`src/rtl/axis_arb_out_fifo_if.sv`:
```
// axis_arb_out_fifo_if
// AXI-Stream bundle used on both sides of axis_arb_out_fifo.
//   tdata  [DATA_WIDTH] payload
//   tvalid              source has a word
//   tlast               end of frame
//   tuser  [USER_WIDTH] sideband
//   tready              sink accepts
// Modports:
//   master - drives the stream (tdata/tvalid/tlast/tuser), receives tready
//   slave  - receives the stream, drives tready
interface axis_arb_out_fifo_if #(
  parameter int DATA_WIDTH = 8,
  parameter int USER_WIDTH = 1
);
  logic [DATA_WIDTH-1:0] tdata;
  logic                  tvalid;
  logic                  tlast;
  logic [USER_WIDTH-1:0] tuser;
  logic                  tready;

  modport master (output tdata, tvalid, tlast, tuser, input tready);
  modport slave  (input tdata, tvalid, tlast, tuser, output tready);
endinterface

```
`src/rtl/axis_arb_out_fifo.sv`:
```
// axis_arb_out_fifo
// AXI-Stream FIFO placed after the 4-input arbiter/mux. It buffers the
// merged stream so the arbiter can finish granted frames under egress
// back-pressure. It also reports stored words and stored complete frames.
//
// Ports:
//   clk            single clock, rising edge
//   rst            asynchronous, active-high reset
//   s_axis         slave modport, stream from the arbiter (tready = !full && !rst)
//   m_axis         master modport, first-word-fall-through head of the FIFO;
//                  data fields read as zero whenever tvalid is low
//   status_count   entries stored, 0..2**ADDR_WIDTH (registered)
//   status_frames  tlast entries stored (registered)
//
// Optional feature macro: AXIS_OUT_FIFO_STORE_FWD_EN
//   Defined     - store-and-forward. The head is withheld until a complete
//                 frame is stored, or until the FIFO is full (oversize frame).
//   Not defined - cut-through. The head is presented as soon as it is stored.
module axis_arb_out_fifo #(
  parameter int DATA_WIDTH  = 8,
  parameter int USER_ENABLE = 1,
  parameter int USER_WIDTH  = 1,
  parameter int ADDR_WIDTH  = 4
) (
  input  logic                  clk,
  input  logic                  rst,
  axis_arb_out_fifo_if.slave    s_axis,
  axis_arb_out_fifo_if.master   m_axis,
  output logic [ADDR_WIDTH:0]   status_count,
  output logic [ADDR_WIDTH:0]   status_frames
);

  localparam int DEPTH  = 2 ** ADDR_WIDTH;
  localparam int WORD_W = DATA_WIDTH + USER_WIDTH + 1;

  // Each word is stored as {tlast, tuser, tdata}.
  logic [WORD_W-1:0]     mem [DEPTH];
  logic [ADDR_WIDTH:0]   wr_ptr;
  logic [ADDR_WIDTH:0]   rd_ptr;
  logic                  empty;
  logic                  full;
  logic                  wr_en;
  logic                  rd_en;
  logic                  out_valid;
  logic [WORD_W-1:0]     head;
  logic [WORD_W-1:0]     wr_word;
  logic [USER_WIDTH-1:0] in_user;

  // The extra pointer MSB tells full apart from empty when the addresses match.
  assign empty = (wr_ptr == rd_ptr);
  assign full  = (wr_ptr[ADDR_WIDTH-1:0] == rd_ptr[ADDR_WIDTH-1:0]) &&
                 (wr_ptr[ADDR_WIDTH] != rd_ptr[ADDR_WIDTH]);

  // tready does not look at the read side. A slot freed by a read this
  // cycle can be written from the next cycle onward.
  assign s_axis.tready = !full && !rst;

  assign wr_en = s_axis.tvalid && s_axis.tready;
  assign rd_en = out_valid && m_axis.tready;

  assign in_user = (USER_ENABLE != 0) ? s_axis.tuser : USER_WIDTH'(0);
  assign wr_word = {s_axis.tlast, in_user, s_axis.tdata};
  assign head    = mem[rd_ptr[ADDR_WIDTH-1:0]];

`ifdef AXIS_OUT_FIFO_STORE_FWD_EN
  // Release the head once a whole frame is stored, or when the FIFO is
  // full. The full case drains an oversize frame and avoids deadlock.
  // Both terms can only drop through a read, so a presented word stays
  // valid until it is accepted.
  assign out_valid = !empty && ((status_frames != '0) || full);
`else
  assign out_valid = !empty;
`endif

  // The outputs are masked to zero while nothing is presented. Entries that
  // remain after a reset are never visible.
  assign m_axis.tvalid = out_valid;
  assign m_axis.tdata  = out_valid ? head[DATA_WIDTH-1:0] : '0;
  assign m_axis.tuser  = (out_valid && (USER_ENABLE != 0)) ?
                         head[DATA_WIDTH +: USER_WIDTH] : '0;
  assign m_axis.tlast  = out_valid && head[WORD_W-1];

  // The storage array has no reset. The pointers alone define what is valid.
  always_ff @(posedge clk) begin
    if (wr_en) begin
      mem[wr_ptr[ADDR_WIDTH-1:0]] <= wr_word;
    end
  end

  always_ff @(posedge clk or posedge rst) begin
    if (rst) begin
      wr_ptr        <= '0;
      rd_ptr        <= '0;
      status_count  <= '0;
      status_frames <= '0;
    end else begin
      if (wr_en) begin
        wr_ptr <= wr_ptr + 1'b1;
      end
      if (rd_en) begin
        rd_ptr <= rd_ptr + 1'b1;
      end

      case ({wr_en, rd_en})
        2'b10:   status_count <= status_count + 1'b1;
        2'b01:   status_count <= status_count - 1'b1;
        default: status_count <= status_count;
      endcase

      case ({wr_en && s_axis.tlast, rd_en && head[WORD_W-1]})
        2'b10:   status_frames <= status_frames + 1'b1;
        2'b01:   status_frames <= status_frames - 1'b1;
        default: status_frames <= status_frames;
      endcase
    end
  end

endmodule

```
`src/flat_wrapper.sv`:
```
// flat-port wrapper written by rule: the top's interface ports become plain ports
module axis_arb_out_fifo_flat 
#(
  parameter int DATA_WIDTH  = 8,
  parameter int USER_ENABLE = 1,
  parameter int USER_WIDTH  = 1,
  parameter int ADDR_WIDTH  = 4
)
  (clk, rst, status_count, status_frames, s_axis_tdata, s_axis_tvalid, s_axis_tlast, s_axis_tuser, s_axis_tready, m_axis_tdata, m_axis_tvalid, m_axis_tlast, m_axis_tuser, m_axis_tready);
  axis_arb_out_fifo_if #(.DATA_WIDTH(DATA_WIDTH), .USER_WIDTH(USER_WIDTH)) s_axis_i ();
  axis_arb_out_fifo_if #(.DATA_WIDTH(DATA_WIDTH), .USER_WIDTH(USER_WIDTH)) m_axis_i ();
  input  logic clk;
  input  logic rst;
  output logic [ADDR_WIDTH:0] status_count;
  output logic [ADDR_WIDTH:0] status_frames;
  input wire logic [$bits(s_axis_i.tdata)-1:0] s_axis_tdata;
  input wire logic [$bits(s_axis_i.tvalid)-1:0] s_axis_tvalid;
  input wire logic [$bits(s_axis_i.tlast)-1:0] s_axis_tlast;
  input wire logic [$bits(s_axis_i.tuser)-1:0] s_axis_tuser;
  output wire logic [$bits(s_axis_i.tready)-1:0] s_axis_tready;
  output wire logic [$bits(m_axis_i.tdata)-1:0] m_axis_tdata;
  output wire logic [$bits(m_axis_i.tvalid)-1:0] m_axis_tvalid;
  output wire logic [$bits(m_axis_i.tlast)-1:0] m_axis_tlast;
  output wire logic [$bits(m_axis_i.tuser)-1:0] m_axis_tuser;
  input wire logic [$bits(m_axis_i.tready)-1:0] m_axis_tready;
  assign s_axis_i.tdata = s_axis_tdata;
  assign s_axis_i.tvalid = s_axis_tvalid;
  assign s_axis_i.tlast = s_axis_tlast;
  assign s_axis_i.tuser = s_axis_tuser;
  assign s_axis_tready = s_axis_i.tready;
  assign m_axis_tdata = m_axis_i.tdata;
  assign m_axis_tvalid = m_axis_i.tvalid;
  assign m_axis_tlast = m_axis_i.tlast;
  assign m_axis_tuser = m_axis_i.tuser;
  assign m_axis_i.tready = m_axis_tready;
  axis_arb_out_fifo #(.DATA_WIDTH(DATA_WIDTH), .USER_ENABLE(USER_ENABLE), .USER_WIDTH(USER_WIDTH), .ADDR_WIDTH(ADDR_WIDTH)) u_core (.clk(clk), .rst(rst), .s_axis(s_axis_i), .m_axis(m_axis_i), .status_count(status_count), .status_frames(status_frames));
endmodule
```
`config.mk`:
```
export PLATFORM = sky130hd
export DESIGN_NAME = axis_arb_out_fifo_flat
export DESIGN_NICKNAME = d
export VERILOG_FILES = /design/src/rtl/axis_arb_out_fifo_if.sv /design/src/rtl/axis_arb_out_fifo.sv /design/src/flat_wrapper.sv
export SDC_FILE = /design/constraint.sdc
export NUM_CORES = 1
export LEC_CHECK = 0
export ABC_CLOCK_PERIOD_IN_PS = 4300
export CAP_MARGIN = 25
export CORE_ASPECT_RATIO = 0.7
export CORE_MARGIN = 2
export CORE_UTILIZATION = 30
export DETAILED_ROUTE_END_ITERATION = 8
export PLACE_DENSITY = 0.57
export SLEW_MARGIN = 30
export SYNTH_ARGS = -nofsm -noshare
export SYNTH_HDL_FRONTEND = slang
export SYNTH_SLANG_ARGS = --single-unit
export TNS_END_PERCENT = 5
```
`constraint.sdc`:
```
create_clock -name clk -period 4.3 [get_ports clk]
set_clock_uncertainty 0.15 [all_clocks]
set_input_delay 1.29 -clock clk [delete_from_list [all_inputs] [get_ports clk]]
set_output_delay 1.29 -clock clk [all_outputs]
set_load 0.01 [all_outputs]
```
==> impl_results.md <==
* Top cell type's share of synthesized area at 0.648
* H-tree levels at 4
* Clock sink count at 180
* Core Region at 0.0244 mm^2
* Unique masters post-synth at 36
* Worst-path cell chain: and2_1 -> a22oi_1 -> a21oi_1 -> clkdlybuf4s50_1
* Minimum clock period at 4.19 ns
* Starting Density at 0.303
* Crit path max-delay cell type: clkdlybuf4s50_1
* Design area at about 0.0088 mm^2
* Max Cap Viol at 0
* CTS buffer count at 17
* Post-Syn Nets at 422
* RSZ-0062 raised after global routing: no
* Syn-to-layout area delta at 18.3%
* # DRC at 0
* WL final at around 15 mm
* Critical Path Sink Type: output pin
* Largest family of logic cells by synthesized area: multiplexers
* Final layout net count at 469
* Dpl cell area at 0.00817 mm^2
* Detailed Route Iter0 Violations at 357
* Worst hold start: u_core.status_count[4]
* TritonCTS clock tree: done
* Worst reg2reg startpoint: u_core.rd_ptr[0]
* GRT Residual Overflow at 0
* First drt pass iteration count at 4
* Slew Limit Headroom at 0.518
* Vias in the first global route at 3728
* Ranking of synthesized cells by area: edfxtp_1, mux4_2, dfrtp_1
* Cells after Synth at just under 400
* Largest net degree at the start of global routing at 22
* Post-synth EDFFs at 160
* Reg2reg path depth at 12
* Die H at about 140 um
* Top-count cell post-synth: edfxtp_1
* Startpoint types: register
* Clk_lat worst skew at 0.43 ns
* Outcome: completed
* Reg2Reg Setup Slack at approximately 0.96 ns
* CP max FO at 10
* Worst Max-Slew Pin Slew at 0.724 ns
* Post-Synth XOR/XNOR Area at 0.0284
* Deepest clock path buffer count at 2
* Antenna violations before repair at 0
* Internal cell power at 4010 uW
* PortBufs at 35
* Total GRT Usage at 0.126
* Routed Antenna Nets at 0
* Fraction of layout cells with a size suffix above 1 at 0.211
* FMAX at approximately 240 MHz
* Worst min path class: reg -> reg
* Hold Path Sink: u_core.status_count[4]
* Critical path required time at 2.86 ns
* Fraction of synthesized area in multiplexers at 0.129
* Minimum hold slack at 0.319 ns
* Switching power at 1950 uW
* Worst ir drop on vdd at 0.000269 V
* Seq pwr share at 0.376
* Site Rows at between 40 and 50
* Wire per inst at 19.8 um
* Gp weighted congestion at 0.714
* Simple-gate portion of the synthesized area at 0.0377
* Register bit total from synthesis at 180
* Post-CTS sizing at 0
* CP peak stage delay at 0.59 ns
* Sequential fraction of the synthesis area at 0.716
* Filler Cell Count at ~2300
* First-pass GRT wire length at 23.6 mm
* Post-DP HPWL at 9.95 mm
* Crit Path Category: reg -> out
* Ys flop type: edfxtp_1
* # IOs at 36
* Worst hold path depth at 1
* Comb pwr share at 0.365
* Hold Violations, Final at 0
* Period utilization at 0.973
* Total number of vias at 3704
* N_diodes at 0
* Yosys top cell by area: edfxtp_1
* Synth Warn # at 0
* Synth Area in Compound Gates at 0.0410
* Fraction of the mapped netlist area in adder cells at 0.0247
* Asr flop ratio synth at 0.111
* Post-synthesis area per instance at 18.8 um^2
* TNS Setup at 0 ns
* Post-synth design cell area at 0.00741 mm^2
* CTS clock-pin slew for the worst setup and hold paths at 0.07 ns
* Arrival @ worst endpoint at 2.75 ns
* Pwr per Cell Area at a little under 700 mW/mm^2
* Slew Limit Fails at 0
* Clock power share at 0.259
* # setup viols final at 0
* Leakage at 0.00295 uW
* Root Buffer: clkbuf_16
* Chip Width at 192 um
* Sw Ratio at 0.327
* Die area at 0.0260 mm^2
* Overall Power at 5960 uW
* Top post-synthesis cells by count: edfxtp_1, mux4_2, dfrtp_1
* Vias/cell at approximately 4.8
* R2R Path End: u_core.status_frames[4]
==> worst max-delay path: cells and delay by family (launching register included) <==
family,cells,cell delay (ns)
DFF,1,0.58
AOI/OAI and AO/OA,2,0.59
and+or+nand+nor,1,0.55
buffers and inverters,1,0.59
==> power groups by stage <==
stage | Clock, uW | Sequential, uW | Combinational [uW]
2_1_floorplan | 0 | 2230 | 1420
3_3_place_gp | 0 | 2290 | 2150
3_5_place_dp | 0 | 2290 | 2170
4_1_cts | 1580 | 2240 | 2200
5_1_grt | 1660 | 2260 | 2360
6_report | 1540 | 2240 | 2170
==> logic make-up after synthesis <==
family	Yosys count
AND/OR/NAND/NOR	51
XOR/XNOR	24
AO/OA/AOI/OAI	47
flip-flops	180
adder cells (fa/ha/maj)	14
buffers and inverters	33
multiplexers	45
==> cell type report <==
cell class              instances  area, um^2  share of cell area
clock buffers                  18         429              0.0490
repair buffers                 51         495              0.0565
inverters                      10        37.5             0.00428
multi-input cells             181        1940               0.221
well taps                     325         407              0.0464
flip-flops and latches        180        5310               0.605
clock inverters                14         155              0.0177
==> metrics by stage <==
step                setup slack [ns]  utilization  instances
floorplan                      0.373            -        394
global placement               0.442        0.334        746
detailed placement             0.406        0.334        746
CTS                           0.0876        0.359        779
global route                  0.0194        0.359        779
finish                         0.115        0.359        779
==> placed cells by master, fill, tap and decap left out, types with 5 or more instances in the layout <==
cell             synthesis  routed
and3_1                  15      15
a21oi_1                 13      13
mux4_2                  40      40
clkbuf_16                0      17
dfrtp_1                 20      19
a22oi_1                 19      19
inv_6                    0       5
nand2_1                  9       9
inv_8                    0       5
xnor2_1                 12      12
nor2b_1                  5       5
edfxtp_1               160     160
clkdlybuf4s50_1          0      35
buf_4                    4      14
xor2_1                  12      12
inv_1                   10      10
ha_1                    13      13
o21ai_0                  7       7
nor2_1                   9       9
==> routing by layer <==
metal | vias up | wire length, um | GRT usage | part of all wire
met2 | 93 | 7170 | 0.188 | 0.46
met3 | 10 | 703 | 0.0267 | 0.045
met5 | - | 0 | 0 | 0
met4 | 0 | 158 | 0.0397 | 0.010
met1 | 1941 | 7420 | 0.186 | 0.48
li1 | 1660 | - | - | -
==> worst max path at each step <==
stage	cells past startpoint	startpoint	to
after floorplan	12	rst	u_core.status_count[4]
after global placement	5	u_core.rd_ptr[0]	m_axis_tdata[1]
after global routing	4	u_core.rd_ptr[3]	m_axis_tdata[1]
after CTS	4	u_core.rd_ptr[3]	m_axis_tdata[1]
after detailed placement	13	rst	u_core.status_frames[4]
final	4	u_core.rd_ptr[3]	m_axis_tdata[1]
==> sequential cells by signal, summed over array words and instances (netlist names) <==
register              flops
u_core.mem              160
u_core.rd_ptr             5
u_core.status_count       5
u_core.status_frames      5
u_core.wr_ptr             5
==> repair_timing <==
| action | 4_1_cts | 5_1_grt |
|---|---|---|
| setup buffers | 1 | 0 |
| setup endpoints to repair | 2 | 0 |
| hold buffers | 0 | 0 |
No activity file was read; power rests on OpenSTA's default activity.
